[src/rtl/demux_pkg.sv]
// Shared constants for the 1:2 stream demux: default word width and channel codes.
package demux_pkg;
  localparam int   DEFAULT_DATA_W = 64;
  localparam logic CH_A           = 1'b0;
  localparam logic CH_B           = 1'b1;
endpackage

[src/rtl/sync_fifo.sv]
// Single-clock FIFO with extra-MSB pointers; head word is visible combinationally.
module sync_fifo #(
  parameter int DATA_W = 64,
  parameter int DEPTH  = 2
) (
  input  logic              clk,
  input  logic              rst_n,
  input  logic              push_i,
  input  logic [DATA_W-1:0] push_data_i,
  input  logic              pop_i,
  output logic              full_o,
  output logic              empty_o,
  output logic [DATA_W-1:0] head_o
);
  localparam int AW = $clog2(DEPTH);

  logic [AW:0]       wr_ptr_q, wr_ptr_d;
  logic [AW:0]       rd_ptr_q, rd_ptr_d;
  logic [DATA_W-1:0] mem_q [DEPTH];
  logic              do_push, do_pop;

  // Equal index bits: same MSB means empty, differing MSB means full.
  always_comb begin
    empty_o  = (wr_ptr_q == rd_ptr_q);
    full_o   = (wr_ptr_q[AW] != rd_ptr_q[AW]) && (wr_ptr_q[AW-1:0] == rd_ptr_q[AW-1:0]);
    do_push  = push_i && !full_o;
    do_pop   = pop_i && !empty_o;
    wr_ptr_d = wr_ptr_q;
    rd_ptr_d = rd_ptr_q;
    if (do_push) wr_ptr_d = wr_ptr_q + {{AW{1'b0}}, 1'b1};
    if (do_pop)  rd_ptr_d = rd_ptr_q + {{AW{1'b0}}, 1'b1};
    head_o   = mem_q[rd_ptr_q[AW-1:0]];
  end

  always_ff @(posedge clk or negedge rst_n) begin
    if (!rst_n) begin
      wr_ptr_q <= '0;
      rd_ptr_q <= '0;
      for (int i = 0; i < DEPTH; i++) mem_q[i] <= '0;
    end else begin
      wr_ptr_q <= wr_ptr_d;
      rd_ptr_q <= rd_ptr_d;
      if (do_push) mem_q[wr_ptr_q[AW-1:0]] <= push_data_i;
    end
  end
endmodule

[src/rtl/demux1t2_64_stream.sv]
// Routes one input word stream to channel A or B by in_sel, each channel buffered
// by its own FIFO so a stalled consumer never blocks the other channel.
module demux1t2_64_stream
  import demux_pkg::*;
#(
  parameter int DATA_W = DEFAULT_DATA_W,
  parameter int DEPTH  = 2,
  parameter int CNT_W  = 16
) (
  input  logic              clk,
  input  logic              rst_n,
  input  logic              in_valid,
  input  logic              in_sel,
  input  logic [DATA_W-1:0] in_data,
  output logic              in_ready,
  output logic              a_valid,
  output logic [DATA_W-1:0] a_data,
  input  logic              a_ready,
  output logic              b_valid,
  output logic [DATA_W-1:0] b_data,
  input  logic              b_ready,
  output logic [CNT_W-1:0]  cnt_a,
  output logic [CNT_W-1:0]  cnt_b
);
  // Handshake: a word moves on a rising edge exactly when valid and ready are both
  // high; in_ready looks only at the addressed FIFO, never at a_ready/b_ready.
  logic             full_a, full_b, empty_a, empty_b;
  logic             push_a, push_b;
  logic [CNT_W-1:0] cnt_a_q, cnt_a_d, cnt_b_q, cnt_b_d;

  always_comb begin
    in_ready = rst_n && !((in_sel == CH_B) ? full_b : full_a);
    push_a   = in_valid && in_ready && (in_sel == CH_A);
    push_b   = in_valid && in_ready && (in_sel == CH_B);
    cnt_a_d  = cnt_a_q;
    cnt_b_d  = cnt_b_q;
    if (push_a) cnt_a_d = cnt_a_q + {{(CNT_W-1){1'b0}}, 1'b1};
    if (push_b) cnt_b_d = cnt_b_q + {{(CNT_W-1){1'b0}}, 1'b1};
  end

  always_ff @(posedge clk or negedge rst_n) begin
    if (!rst_n) begin
      cnt_a_q <= '0;
      cnt_b_q <= '0;
    end else begin
      cnt_a_q <= cnt_a_d;
      cnt_b_q <= cnt_b_d;
    end
  end

  sync_fifo #(.DATA_W(DATA_W), .DEPTH(DEPTH)) u_fifo_a (
    .clk        (clk),
    .rst_n      (rst_n),
    .push_i     (push_a),
    .push_data_i(in_data),
    .pop_i      (a_ready),
    .full_o     (full_a),
    .empty_o    (empty_a),
    .head_o     (a_data)
  );

  sync_fifo #(.DATA_W(DATA_W), .DEPTH(DEPTH)) u_fifo_b (
    .clk        (clk),
    .rst_n      (rst_n),
    .push_i     (push_b),
    .push_data_i(in_data),
    .pop_i      (b_ready),
    .full_o     (full_b),
    .empty_o    (empty_b),
    .head_o     (b_data)
  );

  assign a_valid = !empty_a;
  assign b_valid = !empty_b;
  assign cnt_a   = cnt_a_q;
  assign cnt_b   = cnt_b_q;
endmodule

[config.mk]
export PLATFORM = sky130hd
export DESIGN_NAME = demux1t2_64_stream
export DESIGN_NICKNAME = d
export VERILOG_FILES = /design/src/rtl/demux_pkg.sv /design/src/rtl/sync_fifo.sv /design/src/rtl/demux1t2_64_stream.sv
export SDC_FILE = /design/constraint.sdc
export NUM_CORES = 1
export LEC_CHECK = 0
export CORE_UTILIZATION = 50
export CTS_CLUSTER_DIAMETER = 120
export DETAILED_ROUTE_END_ITERATION = 16
export PLACE_DENSITY_LB_ADDON = 0.3
export SETUP_SLACK_MARGIN = 0.1
export SLEW_MARGIN = 20
export SYNTH_ARGS = -nofsm -noshare
export SYNTH_HDL_FRONTEND = slang
export SYNTH_SLANG_ARGS = --single-unit
[constraint.sdc]
create_clock -name clk -period 2.8 [get_ports clk]
set_input_delay 0.56 -clock clk [delete_from_list [all_inputs] [get_ports clk]]
set_output_delay 0.56 -clock clk [all_outputs]
set_load 0.02 [all_outputs]
==> impl_metrics.env, run 1 <==
export IMPL_ys_seq_area_share_pct=57.8
export IMPL_slew_headroom_pct=32.0
export IMPL_io_pins=233
export IMPL_timing_fmax_mhz=383
export IMPL_max_slew_worst_pin_slew_ps=1020
export IMPL_yosysUniqueCellTypes=33
export IMPL_initial_core_util_pct=50.9
export IMPL_hold_viol=0
export IMPL_grt_max_degree=169
export IMPL_cp_end_kind="primary output"
export IMPL_fp_row_count=58
export IMPL_vias=7688
export IMPL_ff2ff_path_depth=5
export IMPL_fin_area_um2=16600
export IMPL_internal_power_uw=13200
export IMPL_place_ws_ps=270
export IMPL_core_area_um2=25200
export IMPL_layout_common_cells="294 x dfrtp_1, 276 x mux2_2, 129 x dlygate4sd2_1"
export IMPL_peakVddDrop_mv=0.644
export IMPL_synth_top_area_share_pct=57.8
export IMPL_worstSetupPathType="reg -> out"
export IMPL_async_reset_ff_share_pct=100
export IMPL_r2r_start="u_fifo_b.rd_ptr_q[0]"
export IMPL_grt_usage_pct=21.8
export IMPL_routabilityCongestion=0.776
export IMPL_drt_pass1_iter_count=4
export IMPL_combPwrFrac_pct=44.6
export IMPL_ys_ff_latch=296
export IMPL_place_area_um2=15600
export IMPL_grt_pass1_wl_um=45200
export IMPL_syn_num_nets=919
export IMPL_diodes=0
export IMPL_post_synth_instance_area_um2=12800
export IMPL_tritoncts="yes"
export IMPL_grt_pass1_vias=8230
export IMPL_cts_clk_slew_worst_paths_ps=60
export IMPL_antenna_found_initial=0
export IMPL_p_per_area_nw_per_um2=1230
export IMPL_yosysWarnings=0
export IMPL_fillers=1937
export IMPL_synth_edf_count=0
export IMPL_synth_avg_cell_area_um2=15.1
export IMPL_fin_hold_ws_ps=393
export IMPL_min_path_type="in -> async"
export IMPL_arrival_ps=2050
export IMPL_mostFrequentLayoutCell="dfrtp_1"
export IMPL_min_period_ps=2610
export IMPL_critPathRequiredTime_ps=2240
export IMPL_synthFlopType="dfrtp_1"
export IMPL_vias_per_cell=5.32
export IMPL_die_h_um=162
export IMPL_place_detailed_hpwl_um=17400
export IMPL_cp_endpoint="a_data[8]"
export IMPL_routedWlPerCell_um=19.4
export IMPL_r2r_setup_slack_ps=640
export IMPL_synth_area_top_cells="dfrtp_1 58%, mux2_2 24%, mux2_1 9.7%, xor2_1 1.7%, xnor2_1 1.2%"
export IMPL_drv_slew=0
export IMPL_rsz0062_at_grt="no"
export IMPL_power_switching_uw=7210
export IMPL_post_route_period_util_pct=93.3
export IMPL_setup_ws_ps=187
export IMPL_status="finished clean"
export IMPL_totalWireLength_um=28100
export IMPL_power_frac_clock_pct=19.7
export IMPL_synth_top_cell_by_area="dfrtp_1"
export IMPL_synth_cells=847
export IMPL_final_layout_size_suffix_gt1_share_pct=32.0
export IMPL_startpoint="u_fifo_a.rd_ptr_q[0]"
export IMPL_worstSkewPairLatency_ps=540
export IMPL_path_max_fanout=19
export IMPL_gr_total_overflow=0
export IMPL_swShare_pct=35.3
export IMPL_power_frac_seq_pct=35.7
export IMPL_drt_initial_drc_count=372
export IMPL_power_leakage_uw=0.00752
export IMPL_cts_root_buf="clkbuf_16"
export IMPL_worst_setup_path_start_kind="flip-flop"
export IMPL_r2r_end="u_fifo_b.mem_q[63]"
export IMPL_die_w_um=162
export IMPL_post_route_util_pct=65.8
export IMPL_finalClockSkew_ps=11.6
export IMPL_ant_nets=0
export IMPL_dieArea_um2=26300
export IMPL_clock_sinks=296
export IMPL_io_buffers=232
export IMPL_fin_nets=1162
export IMPL_area_growth_pct=29.3
export IMPL_cts_made_buffers=31
export IMPL_drc=0
export IMPL_cts_buffer_depth=3
export IMPL_htreeDepth=1
export IMPL_drv_cap=0
export IMPL_finalSetupViolCount=0
==> Yosys cell counts (4+ instances only) <==
| cell type | count |
|---|---|
| and3_1 | 5 |
| buf_1 | 4 |
| buf_2 | 19 |
| buf_4 | 7 |
| buf_6 | 5 |
| clkbuf_1 | 9 |
| dfrtp_1 | 296 |
| inv_1 | 6 |
| mux2_1 | 110 |
| mux2_2 | 276 |
| nand2_1 | 15 |
| nand3_1 | 7 |
| nand4_1 | 5 |
| nor2_1 | 9 |
| nor3_1 | 8 |
| nor4_1 | 6 |
| xnor2_1 | 17 |
| xor2_1 | 25 |
==> what timing repair did <==
action	in CTS	in global routing
hold endpoints to repair	1	0
setup buffers	0	2
hold buffers	1	0
setup endpoints to repair	131	15
resized for setup	137	2
cloned	2	0
==> worst min-delay path by stage <==
stage,startpoint,to,slack (ps)
6_report,rst_n,u_fifo_a.wr_ptr_q[0],390
5_1_grt,rst_n,u_fifo_a.wr_ptr_q[0],370
2_1_floorplan,rst_n,cnt_a[0],260
4_1_cts,rst_n,u_fifo_a.wr_ptr_q[0],370
3_5_place_dp,rst_n,u_fifo_a.wr_ptr_q[0],350
3_3_place_gp,rst_n,u_fifo_a.wr_ptr_q[0],350
==> power groups by stage <==
stage	clock network (uW)	registers [uW]	logic (uW)
finish	4030	7300	9110
global route	4300	7560	9730
CTS	4130	7320	9210
detailed placement	0	7330	9990
global placement	0	7220	9890
floorplan	0	7050	5990
==> worst max-delay path, cell delays in order (launching register included) <==
cell and delay [ps]:
dfrtp_4 470, buf_4 150, buf_16 180, mux2_2 350
dlygate4sd2_1 350
==> flip-flops by register name, indices dropped and copies added, names as in the netlist <==
name / count
u_fifo_b.mem_q: 128
cnt_b: 16
u_fifo_b.wr_ptr_q: 2
u_fifo_a.wr_ptr_q: 2
u_fifo_a.rd_ptr_q: 2
u_fifo_b.rd_ptr_q: 2
cnt_a: 16
u_fifo_a.mem_q: 128
==> area by class of cell <==
| cell class | count | area (um^2) | area share, % |
|---|---|---|---|
| Sequential cell | 296 | 7410 | 44.8 |
| Multi-Input combinational cell | 501 | 5160 | 31.2 |
| Timing Repair Buffer | 254 | 2530 | 15.3 |
| Clock buffer | 43 | 891 | 5.38 |
| Tap cell | 330 | 413 | 2.49 |
| Clock inverter | 14 | 126 | 0.763 |
| Inverter | 6 | 22.5 | 0.136 |
==> routing by layer <==
layer  wire length [um]  vias to the layer above  track usage (%)
met5                  0                        -                0
met4                395                        0             4.12
met3               1910                       31             6.13
met2              13500                      180             36.0
met1              12300                     3971             28.8
li1                   -                     3506                -
==> stage by stage <==
| stage | TNS (ps) | cells | power, uW |
|---|---|---|---|
| CTS | -5.20 | 1442 | 20700 |
| global placement | 0 | 1382 | 17100 |
| detailed placement | 0 | 1382 | 17300 |
| finish | 0 | 1444 | 20400 |
| global route | 0 | 1444 | 21600 |
| floorplan | 0 | 847 | 13000 |
==> cell families after synthesis <==
kind of cell / synth area share [%]
compound gates: 0.537
simple gates: 2.46
xor+xnor: 2.87
flops: 57.8
mux: 33.9
buf+inv: 2.15
fa+ha+maj: 0.195
Power figures use the tool's default switching activity.
==> run 2, diff against run 1 <==
--- a/config.mk
+++ b/config.mk
@@ -8,7 +8,7 @@
 export CORE_UTILIZATION = 50
 export CTS_CLUSTER_DIAMETER = 120
 export DETAILED_ROUTE_END_ITERATION = 16
-export PLACE_DENSITY_LB_ADDON = 0.3
+export PLACE_DENSITY = 0.74
 export SETUP_SLACK_MARGIN = 0.1
 export SLEW_MARGIN = 20
 export SYNTH_ARGS = -nofsm -noshare
==> impl_metrics.env, run 2 (synthesis gave the netlist of run 1 again) <==
export IMPL_post_route_period_util_pct=94.4
export IMPL_fin_setup_tns_ps=0
export IMPL_grt_pass1_vias=8106
export IMPL_power_frac_seq_pct=34.5
export IMPL_layout_common_cells="294 x dfrtp_1, 276 x mux2_2, 110 x mux2_1"
export IMPL_totalWireLength_um=28600
export IMPL_worst_setup_path_start_kind="flip-flop"
export IMPL_htreeDepth=2
export IMPL_worstSetupPathType="reg -> out"
export IMPL_ant_nets=0
export IMPL_power_leakage_uw=0.00783
export IMPL_cp_end_kind="primary output"
export IMPL_peakVddDrop_mv=0.861
export IMPL_cts_made_buffers=34
export IMPL_drt_initial_drc_count=341
export IMPL_ff2ff_path_depth=5
export IMPL_reg_top3="u_fifo_a.mem_q (128), u_fifo_b.mem_q (128)"
export IMPL_mostFrequentLayoutCell="dfrtp_1"
export IMPL_io_buffers=232
export IMPL_hold_viol=0
export IMPL_critPathRequiredTime_ps=2240
export IMPL_drv_slew=0
export IMPL_io_pins=233
export IMPL_initial_core_util_pct=50.9
export IMPL_die_h_um=162
export IMPL_final_layout_size_suffix_gt1_share_pct=34.0
export IMPL_drc=0
export IMPL_vias=7736
export IMPL_cts_root_buf="clkbuf_16"
export IMPL_power_switching_uw=7360
export IMPL_rsz0062_at_grt="no"
export IMPL_register_area_um2=7410
export IMPL_min_path_type="in -> async"
export IMPL_swShare_pct=34.7
export IMPL_core_area_um2=25200
export IMPL_min_period_ps=2640
export IMPL_vias_per_cell=5.31
export IMPL_cts_buffer_depth=3
export IMPL_clock_sinks=296
export IMPL_status="finished clean"
export IMPL_tritoncts="yes"
export IMPL_p_per_area_nw_per_um2=1250
export IMPL_area_growth_pct=31.9
export IMPL_dieArea_um2=26300
export IMPL_slew_headroom_pct=43.4
export IMPL_fp_row_count=58
export IMPL_drt_pass1_iter_count=4
export IMPL_routabilityCongestion=0.765
export IMPL_arrival_ps=2080
export IMPL_finalClockSkew_ps=29.0
export IMPL_combPwrFrac_pct=44.6
export IMPL_path_max_fanout=17
export IMPL_antenna_found_initial=1
export IMPL_fin_hold_ws_ps=469
export IMPL_gr_total_overflow=0
export IMPL_power_frac_clock_pct=20.9
export IMPL_internal_power_uw=13800
export IMPL_max_slew_worst_pin_slew_ps=843
export IMPL_grt_usage_pct=22.4
export IMPL_grt_pass1_wl_um=45800
export IMPL_drv_cap=0
export IMPL_fin_nets=1173
export IMPL_fillers=1873
export IMPL_grt_max_degree=113
export IMPL_routedWlPerCell_um=19.6
export IMPL_worstSkewPairLatency_ps=520
export IMPL_multiInputGateArea_um2=5160
export IMPL_finalSetupViolCount=0
export IMPL_place_detailed_hpwl_um=17600
export IMPL_cts_clk_slew_worst_paths_ps=60
export IMPL_die_w_um=162
export IMPL_timing_fmax_mhz=378
-- run 2: stage by stage --
step                cells  area, um^2  worst slack (ps)  util [%]  total power, uW
floorplan             847       12800               597         -            13000
global placement     1386       15600               318      62.0            17200
detailed placement   1386       15600               329      62.0            17400
CTS                  1454       16800               100      66.8            21500
global route         1456       16900               110      67.1            22300
finish               1456       16900               158      67.1            21200
-- run 2: per-layer routing --
metal	track usage (%)	vias up	routed length, um
met5	0	-	0
met4	5.96	0	533
met3	5.92	44	1810
met2	36.2	173	13700
met1	29.8	3985	12600
li1	-	3534	-
-- run 2: cell type report --
cell class              instances  share of cell area (%)
flip-flops and latches        296                    43.9
multi-input cells             501                    30.6
repair buffers                262                    16.3
clock buffers                  47                    5.68
well taps                     330                    2.45
clock inverters                13                   0.978
inverters                       6                   0.133
diodes                          1                  0.0148
-- run 2: power groups by stage --
stage	Combinational (uW)	Clock, uW	Sequential, uW
after global placement	9880	0	7280
after floorplan	5990	0	7050
after global routing	10100	4700	7570
final	9450	4420	7310
after CTS	9640	4530	7310
after detailed placement	9990	0	7370
-- run 2: critical path, cell delays in order, from the launching register on --
cell             delay [ps]
dfrtp_4                 490
buf_4                   140
bufbuf_16               300
mux2_2                  350
clkdlybuf4s15_2         270
-- run 2: final timing paths --
check	from	end	slack, ps
hold reg to reg	cnt_a[15]	cnt_a[15]	470
hold / removal	rst_n	cnt_b[15]	470
max in group asynchronous	rst_n	u_fifo_b.mem_q[25]	810
setup / recovery	u_fifo_b.rd_ptr_q[0]	b_data[14]	160
setup reg to reg	u_fifo_a.rd_ptr_q[0]	cnt_a[1]	530
min in group clk	cnt_a[15]	cnt_a[15]	470
-- run 2: what timing repair did --
item | in CTS | in global routing
endpoints found under the setup margin | 123 | 38
resized for setup | 145 | 31
hold buffers | 1 | 0
setup buffers | 5 | 1
endpoints found under the hold margin | 20 | 0
cloned | 2 | 0
